==> config.mk <==
export PLATFORM = sky130hd
export DESIGN_NAME = swap_scheduler
export DESIGN_NICKNAME = d
export VERILOG_FILES = /design/src/rtl/swap_scheduler.sv
export SDC_FILE = /design/constraint.sdc
export NUM_CORES = 1
export LEC_CHECK = 0
export ABC_AREA = 1
export BUFFER_PORTS_ARGS = -buffer_cell sky130_fd_sc_hd__buf_4
export CAP_MARGIN = 40
export CORE_MARGIN = 2
export CORE_UTILIZATION = 57
export CTS_BUF_LIST = sky130_fd_sc_hd__clkbuf_4
export CTS_CLUSTER_SIZE = 12
export DETAILED_ROUTE_END_ITERATION = 10
export GPL_ROUTABILITY_DRIVEN = 0
export HOLD_SLACK_MARGIN = 0.06
export PLACE_DENSITY_LB_ADDON = 0.12
export RECOVER_POWER = 100
export SYNTH_ARGS = -nofsm -noshare
export SYNTH_HDL_FRONTEND = slang
export SYNTH_SLANG_ARGS = --single-unit
==> constraint.sdc <==
create_clock -name clk -period 1.9 [get_ports clk]
set_input_delay 0.19 -clock clk [delete_from_list [all_inputs] [get_ports clk]]
set_output_delay 0.19 -clock clk [all_outputs]
set_load 0.01 [all_outputs]
==> src/rtl/swap_scheduler.sv <==
// Arbitrated register-exchange controller: two requesters swap bank entries via temporaries, host port loads/reads the bank.
// Optional macro SWAP_RR_EN selects round-robin arbitration; default build is fixed priority (req0 wins).
module swap_scheduler #(
  parameter int WIDTH = 8,
  parameter int IDXW  = 3
) (
  input  logic             clk,
  input  logic             rst_n,
  input  logic             req0_valid,
  output logic             req0_ready,
  input  logic [IDXW-1:0]  req0_idx_a,
  input  logic [IDXW-1:0]  req0_idx_b,
  input  logic             req1_valid,
  output logic             req1_ready,
  input  logic [IDXW-1:0]  req1_idx_a,
  input  logic [IDXW-1:0]  req1_idx_b,
  input  logic             wr_en,
  output logic             wr_ready,
  input  logic [IDXW-1:0]  wr_idx,
  input  logic [WIDTH-1:0] wr_data,
  input  logic [IDXW-1:0]  rd_idx,
  output logic [WIDTH-1:0] rd_data,
  output logic             busy,
  output logic             done,
  output logic             done_id
);

  localparam int DEPTH = 1 << IDXW;

  localparam logic [1:0] S_IDLE   = 2'd0;
  localparam logic [1:0] S_FETCH  = 2'd1;
  localparam logic [1:0] S_COMMIT = 2'd2;
  localparam logic [1:0] S_DONE   = 2'd3;

  logic [1:0]       state;
  logic [WIDTH-1:0] bank [DEPTH];
  logic [WIDTH-1:0] tmp_a, tmp_b;
  logic [IDXW-1:0]  idx_a, idx_b;
  logic             owner;
  logic             idle;
  logic             grant0, grant1;

  assign idle = (state == S_IDLE);

`ifdef SWAP_RR_EN
  logic last_grant;

  // Contested cycle goes to whichever requester was not granted last.
  assign grant0 = req0_valid & (~req1_valid | last_grant);
  assign grant1 = req1_valid & (~req0_valid | ~last_grant);

  always_ff @(posedge clk) begin
    if (!rst_n) begin
      last_grant <= 1'b1;
    end else if (idle && !wr_en && (grant0 || grant1)) begin
      last_grant <= grant1;
    end
  end
`else
  assign grant0 = req0_valid;
  assign grant1 = req1_valid & ~req0_valid;
`endif

  // Host write owns the idle cycle, so swaps see no grant while wr_en is up.
  assign req0_ready = idle & ~wr_en & grant0;
  assign req1_ready = idle & ~wr_en & grant1;
  assign wr_ready   = idle;
  assign busy       = ~idle;
  assign done       = (state == S_DONE);
  assign done_id    = done & owner;

  always_ff @(posedge clk) begin
    if (!rst_n) begin
      state   <= S_IDLE;
      tmp_a   <= '0;
      tmp_b   <= '0;
      idx_a   <= '0;
      idx_b   <= '0;
      owner   <= 1'b0;
      rd_data <= '0;
      for (int i = 0; i < DEPTH; i++) begin
        bank[i] <= '0;
      end
    end else begin
      rd_data <= bank[rd_idx];
      case (state)
        S_IDLE: begin
          if (wr_en) begin
            bank[wr_idx] <= wr_data;
          end else if (grant0 || grant1) begin
            idx_a <= grant1 ? req1_idx_a : req0_idx_a;
            idx_b <= grant1 ? req1_idx_b : req0_idx_b;
            owner <= grant1;
            state <= S_FETCH;
          end
        end
        S_FETCH: begin
          tmp_a <= bank[idx_a];
          tmp_b <= bank[idx_b];
          state <= S_COMMIT;
        end
        S_COMMIT: begin
          // Equal indices write the same value twice, leaving the entry intact.
          bank[idx_a] <= tmp_b;
          bank[idx_b] <= tmp_a;
          state       <= S_DONE;
        end
        default: begin
          state <= S_IDLE;
        end
      endcase
    end
  end

endmodule

## After elaboration in Yosys (flattened, before gate mapping)

Memories as Yosys holds them, arrays and structs flattened. A register that Yosys moved wholly into a read port is not among the register bits.
Index checks and enable logic that the tools add are counted.
Widths: inputs -> output; s select.

- Flip-flop bits (word level): 9
- Memory bits (writable): 64
- Input port bits: 31
- Output and inout port bits: 14
- Logic and storage cells: 50
- Memories: 1

Memories:

| name | depth | bits a word | read ports | clocked after Yosys merged registers in | wr ports | RTL line | RTL |
|---|---|---|---|---|---|---|---|
| bank | 8 | 8 | 3 | 3 | 8 | 36 | `logic [WIDTH-1:0] bank [DEPTH];` |

- Eq/ne operators: 5
- Muxes and demuxes: 22
- Bitwise logic cells: 8
- Reductions and logical operators: 10

Operator list:

| kind | number |
|---|---|
| $mux 8 | 3 |
| $reduce_or 8->1 | 3 |
| $mux 3 | 5 |
| $mux 1 | 11 |
| $pmux 2 s3 | 1 |
| $and 1x1->1 | 5 |
| $eq 2x2->1 const B | 2 |
| $mux 2 | 2 |
| $logic_not 1->1 | 3 |
| $not 1->1 | 3 |
| $reduce_and 3->1 | 1 |
| $eq 2x1->1 const B | 1 |
| $logic_not 2->1 | 1 |
| $ne 2x1->1 const B | 1 |
| $ne 2x2->1 const B | 1 |
| $reduce_and 2->1 | 1 |
| $logic_or 1x1->1 | 1 |

## Logic depth before layout (Yosys ltp)

Gate-level depths: netlist (run 1).

- Word-level depth: 7
- Depth in mapped cells: 10
- Gate-level depth less buffers: 9

## Worst setup path after synthesis (run 1)

OpenSTA, ideal clock, no wires.

- Path kind: reg-to-reg
- Start point: register state[0]
- End point: memory bank[0][0] (enable)
- Setup time: 329 ps
- Data arrival time: 1594 ps
- Data required time: 1571 ps
- Setup slack: -23 ps
- Stages on the path, launching flop included: 11
- Buffers on the path: 1
- Period minus slack after synthesis: 1923 ps
- Path through: dfxtp_1 -> inv_1 -> ha_1 -> nand2_2 -> buf_6 -> nand2_1 -> o21ai_1 -> nand2_1 -> nor2_4 -> nor2_1 -> nand2_1

RTL lines:

| item | RTL line | RTL |
|---|---|---|
| start: declaration | 35 | `logic [1:0] state;` |
| start signal: assignment | 74 | `state <= S_IDLE;` |
| start signal: assignment | 94 | `state <= S_FETCH;` |
| start signal: assignment | 100 | `state <= S_COMMIT;` |
| end: declaration | 36 |  |

==> results_dict.tcl, run 1 <==
set metrics [dict create \
    status "finished clean" \
    avgSynthCellArea_um2 6.91 \
    die_height_um 109 \
    final-max-slew-violation-count 0 \
    rsz0062_at_grt "true" \
    nNetsFinal 996 \
    slew_headroom 0.440 \
    grt.total_usage 0.372 \
    ys_types 23 \
    dp_hpwl_um 15100 \
    crit_type "flip-flop to flip-flop" \
    synth_top_family_by_area "simple AND/OR/NAND/NOR gates" \
    r2r_cells 9 \
    hold_path_end "idx_b[1]$_SDFFE_PN0P_" \
    yosys.area_share.xor_xnor 0 \
    synth_area_leaders "edfxtp_1 31%, nand2_1 19%, dfxtp_1 11%" \
    p_per_area_nw_per_um2 1040 \
    dpl.cell_count 1079 \
    area_delta_synth_final_pct 16.9 \
    r2r_start "state[0]$_SDFFE_PN0P_" \
    synth_most_common_cell "nand2_1" \
    drive_gt1_frac 0.148 \
    io_buffer_count 44 \
    setup_violations 0 \
    ys_seq_area_frac 0.413 \
    syn_area_um2 6250 \
    max_cap_viol_count 0 \
    routedWlPerCell_um 19.4 \
    start_util 0.580 \
    clock_latency_ps 510 \
    synthSimpleGateAreaFrac 0.359 \
    rrSetupSlack_ps 60 \
    holdWs_ps 101 \
    synth-edff-count 64 \
    core.rowCount 38 \
    wl_um 21400 \
    p_leak_nw 3.39 \
    worstReg2RegEnd "bank[4][3]$_DFFE_PP_" \
    hold_path_class "input port to flip-flop" \
    finalCritPeriodShare 0.968 \
    first_pass_iters 7 \
    cts_tree "done" \
    muxShareOfSynthArea 0 \
    synth-compound-area-share 0.130 \
    whs_path_depth 5 \
    clk_pin_slew_ps 160 \
    yosys.area.top_type "edfxtp_1" \
    fin_crit_ps 1840 \
    ant_nets 0 \
    fillers 896 \
    vias 6655 \
    core_um2 10800 \
    dieArea_um2 11800 \
    ir_drop_mv 0.993 \
    syn-instance-count 905 \
    stdcell_count 1106 \
    die_x_um 109 \
    arrival_ps 2050 \
    viasPerCell 6.02 \
    root_buffer "clkbuf_4" \
    start_kind "flip-flop" \
    fmax_mhz 544 \
    diodes 0 \
    grt_start_max_net_pins 64 \
    synth_commonest_cells "317 x nand2_1, 129 x nand3_1, 90 x inv_1" \
    yosysWarnings 0 \
    synth_nets 940 \
    cts_buffers 9 \
    first_iter_violations 1000 \
    synth-adder-area-share 0.00800 \
    synth_top_flop_cell "edfxtp_1" \
    synth_top_area_share 0.307 \
    seq_area_um2 2590 \
    cts_htree_levels 3 \
    cp_max_fo 8 \
    grt_pass1_wl_um 32100 \
    worstPathRequired_ps 2110 \
    cts_max_path_buffers 2 \
    worstMarginPinSlew_ps 840 \
    fin_worst_skew_ps 19.1 \
    hold_start "req1_idx_b[1]" \
    drc 0 \
    ys_seq_elements 97 \
    multi_input_area_um2 3210 \
    grt_overflow 0 \
    cts.sinks 97 \
    power.total_mw 7.63 \
    hold_viol 0 \
    fin_setup_tns_ps 0 \
    antenna_found_initial 0 \
    async_flop_share 0 \
    ioPinCount 45 \
    grt_pass1_vias 5874 \
    endpoint_kind "flip-flop" \
]
==> state kept, by name, indices dropped and copies added (netlist names) <==
name     count
bank        64
rd_data      8
tmp_a        8
tmp_b        8
idx_a        3
idx_b        3
state        2
owner        1
==> metal layers <==
| metal | track usage | wire [µm] | part of all wire | vias up |
|---|---|---|---|---|
| li1 | - | - | - | 3071 |
| met1 | 0.503 | 8040 | 0.38 | 2963 |
| met2 | 0.566 | 9360 | 0.44 | 518 |
| met3 | 0.0741 | 2900 | 0.14 | 103 |
| met4 | 0.196 | 1130 | 0.053 | 0 |
| met5 | 0 | 0 | 0 | - |
==> cells in the final DEF, fill, tap and decap left out, types with 3 or more instances in the layout <==
cell type,Yosys,routed
o21ai_2,6,3
edfxtp_1,64,64
buf_12,0,10
dlygate4sd3_1,0,9
nand2_1,317,306
dfxtp_1,33,30
a21oi_1,39,39
o21ai_0,53,53
o211ai_1,38,38
clkinv_2,0,3
nand3_1,129,129
buf_4,0,62
inv_2,2,3
clkbuf_4,0,10
o21ai_4,0,4
nand2_4,2,4
nor2_4,10,12
inv_1,90,88
clkbuf_1,18,8
nor2_1,54,53
dfxtp_2,0,3
nand2_2,9,18
==> metrics by stage <==
step,utilization,setup slack (ps),instance area [µm²]
6_report,0.677,61.0,7310
5_1_grt,0.677,-26.6,7310
3_3_place_gp,0.646,7.47,6970
4_1_cts,0.671,-21.1,7240
2_1_floorplan,-,8.42,6270
3_5_place_dp,0.646,-54.4,6970
==> worst max-delay path, cell delays in order, from the launching register on <==
cell and delay (ps):
dfxtp_2 360, inv_4 70, ha_4 150, nand2_4 90, clkbuf_16 180, o21ai_4 210, nand2_2 140, nor2_4 110
nor2_1 60, nand2_2 180
==> worst max-delay path by stage <==
stage / startpoint / slack [ps] / depth (start not counted) / endpoint
floorplan: state[0]$_SDFFE_PN0P_ / 8 / 8 / bank[6][0]$_DFFE_PP_
global placement: state[0]$_SDFFE_PN0P_ / 7 / 10 / bank[7][3]$_DFFE_PP_
detailed placement: state[0]$_SDFFE_PN0P_ / -50 / 10 / bank[6][3]$_DFFE_PP_
CTS: state[0]$_SDFFE_PN0P_ / -20 / 10 / bank[6][4]$_DFFE_PP_
global route: state[0]$_SDFFE_PN0P_ / -30 / 9 / bank[7][5]$_DFFE_PP_
finish: state[0]$_SDFFE_PN0P_ / 60 / 9 / bank[4][3]$_DFFE_PP_
==> final cells by class <==
cell class,instances,area share
Clock inverter,6,0.0113
Tap cell,140,0.0240
Multi-Input combinational cell,667,0.440
Inverter,95,0.0496
Clock buffer,10,0.0103
Timing Repair Buffer,91,0.112
Sequential cell,97,0.354
==> kinds of logic after synthesis <==
logic type / count (synthesis)
AOI/OAI and AO/OA: 139
adders and majority gates: 4
buffers and inverters: 141
DFF: 97
and+or+nand+nor: 524
==> report_power, final <==
part / leakage, nW / switching (mW) / internal, mW / total, mW
logic: 2.37 / 1.99 / 1.10 / 3.09
clock network: 0.0862 / 0.764 / 0.541 / 1.30
registers: 0.936 / 0.578 / 2.65 / 3.23
total: 3.39 / 3.33 / 4.29 / 7.63
==> what timing repair did <==
action,CTS,global route
resized for setup,7,18
gates cloned,0,1
pin swaps,2,5
setup endpoints to repair,51,129
endpoints found under the hold margin,11,0
hold buffers,9,0
buffers inserted,0,1
(Power assumes the default switching activity.)
==> run 2: changes to the inputs <==
ABC_AREA = not set   (was 1)
SLEW_MARGIN = 20   (was not set)
==> run 2 against run 1 <==
Effect of this change:
- worst hold slack got worse by 57 ps
- worst setup slack worse by 24 ps
- cell area decreased by 3.4%
- die area fell by 4.9%
- clock skew increased by 4.5 ps
- routed wire length is 18% lower
- total power is 6.1% lower
- fmax fell by 1.3%
- register-to-register slack got worse by 20 ps
==> results_dict.tcl, run 2 <==
set metrics [dict create \
    synth-adder-area-share 0.00843 \
    placed_cell_area_um2 6750 \
    slowest_delay_ps 370 \
    routedWlPerCell_um 23.3 \
    p_per_area_nw_per_um2 1010 \
    core_um2 10200 \
    synth_area_leaders "edfxtp_1 32%, dfxtp_1 11%, mux2i_1 8.6%" \
    yosysWarnings 0 \
    yosys.area_share.xor_xnor 0 \
    ys_seq_area_frac 0.435 \
    die_x_um 106 \
    antenna_found_initial 0 \
    avgSynthCellArea_um2 11.1 \
    async_flop_share 0 \
    grt.total_usage 0.325 \
    die_height_um 106 \
    synth_top_area_share 0.324 \
    synth-edff-count 64 \
    ys_types 45 \
    path_cells "inv_2, ha_4, and4bb_2, o21a_2, nand2_1, buf_4, o31ai_1" \
    regMostFlops "bank" \
    slowest_stage "dfxtp_1" \
    fin_crit_ps 1860 \
    ys_seq_elements 97 \
    io_buffer_count 44 \
    mostFrequentLayoutCells "86 x buf_4, 80 x nand2_1, 64 x edfxtp_1" \
    ir_drop_mv 0.478 \
    diodes 0 \
    ioPinCount 45 \
    power.total_mw 7.16 \
    setup_violations 0 \
    synth-compound-area-share 0.168 \
    dp_hpwl_um 13000 \
    largest_reg_flops 64 \
    cts_tree "done" \
    grt_pass1_vias 4824 \
    syn-instance-count 535 \
    synth_most_common_cell "nand2_1" \
    start_util 0.580 \
    cts_buffers 9 \
    cts_htree_levels 3 \
    viasPerCell 6.55 \
    slew_headroom 0.661 \
    rrSetupSlack_ps 40 \
    synthSimpleGateAreaFrac 0.125 \
    arrival_ps 2150 \
    synth_commonest_cells "80 x nand2_1, 64 x edfxtp_1, 64 x o31ai_1" \
    synth_top_family_by_area "multiplexers" \
    clock_latency_ps 470 \
    nNetsFinal 653 \
    p_leak_nw 2.61 \
    hold_viol 0 \
    fmax_mhz 537 \
    hold_path_class "input port to flip-flop" \
    finalCritPeriodShare 0.980 \
    cts.sinks 97 \
    ant_nets 0 \
    start_kind "flip-flop" \
    final-max-slew-violation-count 0 \
    status "finished clean" \
    cts_max_path_buffers 2 \
    worstMarginPinSlew_ps 509 \
    synth_top_flop_cell "edfxtp_1" \
    yosys.area.top_type "edfxtp_1" \
    fin_area_um2 7060 \
    clk_pin_slew_ps 150 \
    grt_overflow 0 \
    grt_pass1_wl_um 27100 \
    first_pass_iters 7 \
    muxShareOfSynthArea 0.221 \
    fin_worst_skew_ps 23.5 \
    max_cap_viol_count 0 \
    dieArea_um2 11200 \
    layout_commonest_cell "buf_4" \
    area_delta_synth_final_pct 19.0 \
    rsz0062_at_grt "true" \
    drive_gt1_frac 0.315 \
    cp_max_fo 8 \
    drc 0 \
    core.rowCount 37 \
    grt_start_max_net_pins 21 \
    wl_um 17700 \
    root_buffer "clkbuf_4" \
    worstPathRequired_ps 2180 \
    first_iter_violations 479 \
    vias 4972 \
    holdWs_ps 44.2 \
    endpoint_kind "flip-flop" \
    crit_type "flip-flop to flip-flop" \
    synth_nets 570 \
    syn_area_um2 5940 \
]
==> run 2: layout make-up <==
cell class | instances | area (µm²)
clock buffers | 10 | 75.1
clock inverters | 6 | 90.1
fillers | 746 | 3170
inverters | 4 | 15.0
multi-input cells | 388 | 3250
flip-flops and latches | 97 | 2590
well taps | 136 | 170
repair buffers | 118 | 876
==> run 2: stage by stage <==
stage	worst slack (ps)	utilization	instances	TNS, ps
after floorplan	8.84	-	535	0
after global placement	34.2	0.660	728	0
after detailed placement	-58.7	0.660	728	-1290
after CTS	-14.8	0.690	758	-14.8
after global routing	-27.9	0.690	759	-137
final	37.2	0.690	759	0
==> run 2: kinds of logic (layout without fill, tap and decap cells) <==
| family | Yosys count | in the layout |
|---|---|---|
| AOI/OAI and AO/OA | 137 | 137 |
| DFF | 97 | 97 |
| buffers and inverters | 50 | 138 |
| adders and majority gates | 4 | 4 |
| muxes | 101 | 101 |
| and+or+nand+nor | 146 | 146 |
==> run 2: what timing repair did <==
item	4_1_cts	5_1_grt
setup endpoints to repair	32	34
hold buffers	10	0
hold endpoints to repair	7	0
gates resized for setup	6	16
buffers inserted	4	2
==> run 2: per-layer routing <==
| layer | vias up | share of wire | routed length, µm | GRT usage |
|---|---|---|---|---|
| met5 | - | 0 | 0 | 0 |
| li1 | 2238 | - | - | - |
| met4 | 0 | 0.026 | 452 | 0.107 |
| met3 | 42 | 0.10 | 1820 | 0.0779 |
| met1 | 2376 | 0.39 | 6880 | 0.421 |
| met2 | 316 | 0.48 | 8510 | 0.541 |
==> run 2: path summary, 6_finish.rpt <==
| kind | endpoint | cells past startpoint | startpoint |
|---|---|---|---|
| setup / recovery | bank[0][2]$_DFFE_PP_ | 7 | state[0]$_SDFFE_PN0P_ |
| hold / removal | owner$_SDFFE_PN0P_ | 3 | req1_valid |
| setup reg to reg | bank[0][2]$_DFFE_PP_ | 7 | state[0]$_SDFFE_PN0P_ |
| hold reg to reg | owner$_SDFFE_PN0P_ | 2 | owner$_SDFFE_PN0P_ |
==> run 2: worst max-delay path, delay by kind of cell (launching register included) <==
| kind | cells | cell delay, ps |
|---|---|---|
| AOI/OAI and AO/OA | 2 | 500 |
| and+or+nand+nor | 2 | 400 |
| DFF | 1 | 370 |
| buffers and inverters | 2 | 240 |
| adders and majority gates | 1 | 190 |
==> run 2: power breakdown <==
group / internal, mW / leakage (nW) / switching, mW
Sequential: 2.65 / 0.936 / 0.531
Combinational: 1.23 / 1.58 / 1.48
Clock: 0.553 / 0.0870 / 0.716
==> run 3: changes to the inputs <==
CORE_UTILIZATION = 45   (was 57)
==> run 3 against run 2 <==
Effect of this change:
- worst hold slack better by 45 ps
- sequential cell count unchanged
- clock skew is 0.88 ps lower
- sequential power is 2% higher
- critical endpoint is now req0_ready
- sequential share of layout area decreased by 0.10 points
- non-clock buffer count increased by 7
- final cell count rose by 5.7%
- critical path type is now flip-flop to primary output
- fmax rose by 2.3%
==> results_dict.tcl, run 3 (same netlist as run 2, synthesis figures left out) <==
set metrics [dict create \
    largest_reg_flops 64 \
    clock_latency_ps 500 \
    fillers 1095 \
    ant_nets 0 \
    slew_headroom 0.666 \
    p_leak_nw 2.61 \
    endpoint_kind "primary output" \
    multi_input_area_um2 3210 \
    cts_htree_levels 3 \
    regMostFlops "bank" \
    hold_viol 0 \
    layout_commonest_cell "buf_4" \
    start_util 0.465 \
    diodes 0 \
    viasPerCell 6.14 \
    clk_pin_slew_ps 180 \
    status "finished clean" \
    fmax_mhz 549 \
    cts_tree "done" \
    arrival_ps 1630 \
    crit_type "flip-flop to primary output" \
    drive_gt1_frac 0.314 \
    finalCritPeriodShare 0.959 \
    nNetsFinal 660 \
    area_delta_synth_final_pct 19.4 \
    drc 0 \
    fin_setup_tns_ps 0 \
    cts.sinks 97 \
    rrSetupSlack_ps 90 \
    first_pass_iters 5 \
    core.rowCount 41 \
    mostFrequentLayoutCells "79 x buf_4, 78 x nand2_1, 64 x o31ai_1, 64 x edfxtp_1, 51 x mux2i_1" \
    setup_violations 0 \
    grt_pass1_wl_um 28400 \
    power.total_mw 7.15 \
    final-max-slew-violation-count 0 \
    fin_worst_skew_ps 22.7 \
    start_kind "flip-flop" \
    dieArea_um2 14100 \
    first_iter_violations 503 \
    ir_drop_mv 0.336 \
    cts_max_path_buffers 2 \
    worstMarginPinSlew_ps 501 \
    antenna_found_initial 0 \
    die_x_um 119 \
    fin_crit_ps 1820 \
    seq_area_um2 2590 \
    cp_max_fo 4 \
    rsz0062_at_grt "false" \
    dp_hpwl_um 14000 \
    p_per_area_nw_per_um2 1010 \
    holdWs_ps 89.0 \
    max_cap_viol_count 0 \
    grt_start_max_net_pins 29 \
    wl_um 18800 \
    ioPinCount 45 \
    core_um2 12800 \
    cts_buffers 9 \
    vias 4928 \
    hold_path_class "input port to flip-flop" \
    io_buffer_count 44 \
    grt_pass1_vias 4742 \
    routedWlPerCell_um 23.4 \
    grt.total_usage 0.271 \
    grt_overflow 0 \
    die_height_um 119 \
    root_buffer "clkbuf_4" \
    worstPathRequired_ps 1710 \
]
-- run 3: stage by stage --
stage | setup slack (ps) | instances | cell area [µm²] | util
floorplan | 8.84 | 535 | 6030 | -
detailed placement | -14.3 | 767 | 6870 | 0.537
finish | 78.4 | 802 | 7090 | 0.555
global placement | 67.6 | 767 | 6870 | 0.537
global route | 9.57 | 802 | 7090 | 0.555
CTS | 9.99 | 802 | 7190 | 0.563
-- run 3: timing repair --
item                                    4_1_cts  5_1_grt
pin swaps                                     2        1
hold buffers                                 15        0
endpoints found under the setup margin        9       17
setup buffers                                 4        0
hold endpoints to repair                      7        0
gates resized for setup                       8       12
-- run 3: path summary, 6_finish.rpt --
check	start	to	cells after the start
max	state[1]$_SDFFE_PN0P_	req0_ready	7
min	rd_idx[2]	rd_data[6]$_SDFF_PN0_	3
min reg2reg	owner$_SDFFE_PN0P_	owner$_SDFFE_PN0P_	2
max reg2reg	state[0]$_SDFFE_PN0P_	bank[7][4]$_DFFE_PP_	8
-- run 3: where the power goes --
group	internal, mW	switching (mW)	leakage (nW)	total [mW]
logic	1.31	1.51	1.60	2.82
clock network	0.294	0.807	0.0703	1.10
registers	2.65	0.580	0.936	3.23
total	4.26	2.90	2.61	7.15
-- run 3: critical path, cell delays in order, from the launching register on --
cell and delay [ps]:
dfxtp_4 410, inv_2 50, ha_4 150, buf_4 140, inv_2 80, nor2_4 40, and2_4 130, buf_4 140
-- run 3: final cells by class --
| cell class | instances | area share |
|---|---|---|
| clock inverters | 7 | 0.00865 |
| well taps | 172 | 0.0304 |
| multi-input cells | 388 | 0.453 |
| inverters | 4 | 0.00212 |
| clock buffers | 9 | 0.00953 |
| flip-flops and latches | 97 | 0.365 |
| repair buffers | 125 | 0.132 |
-- run 3: per-layer routing --
metal / GRT usage / share of wire / up-vias
li1: - / - / 2249
met3: 0.0565 / 0.095 / 37
met4: 0.0997 / 0.026 / 0
met5: 0 / 0 / -
met2: 0.423 / 0.46 / 270
met1: 0.374 / 0.42 / 2372
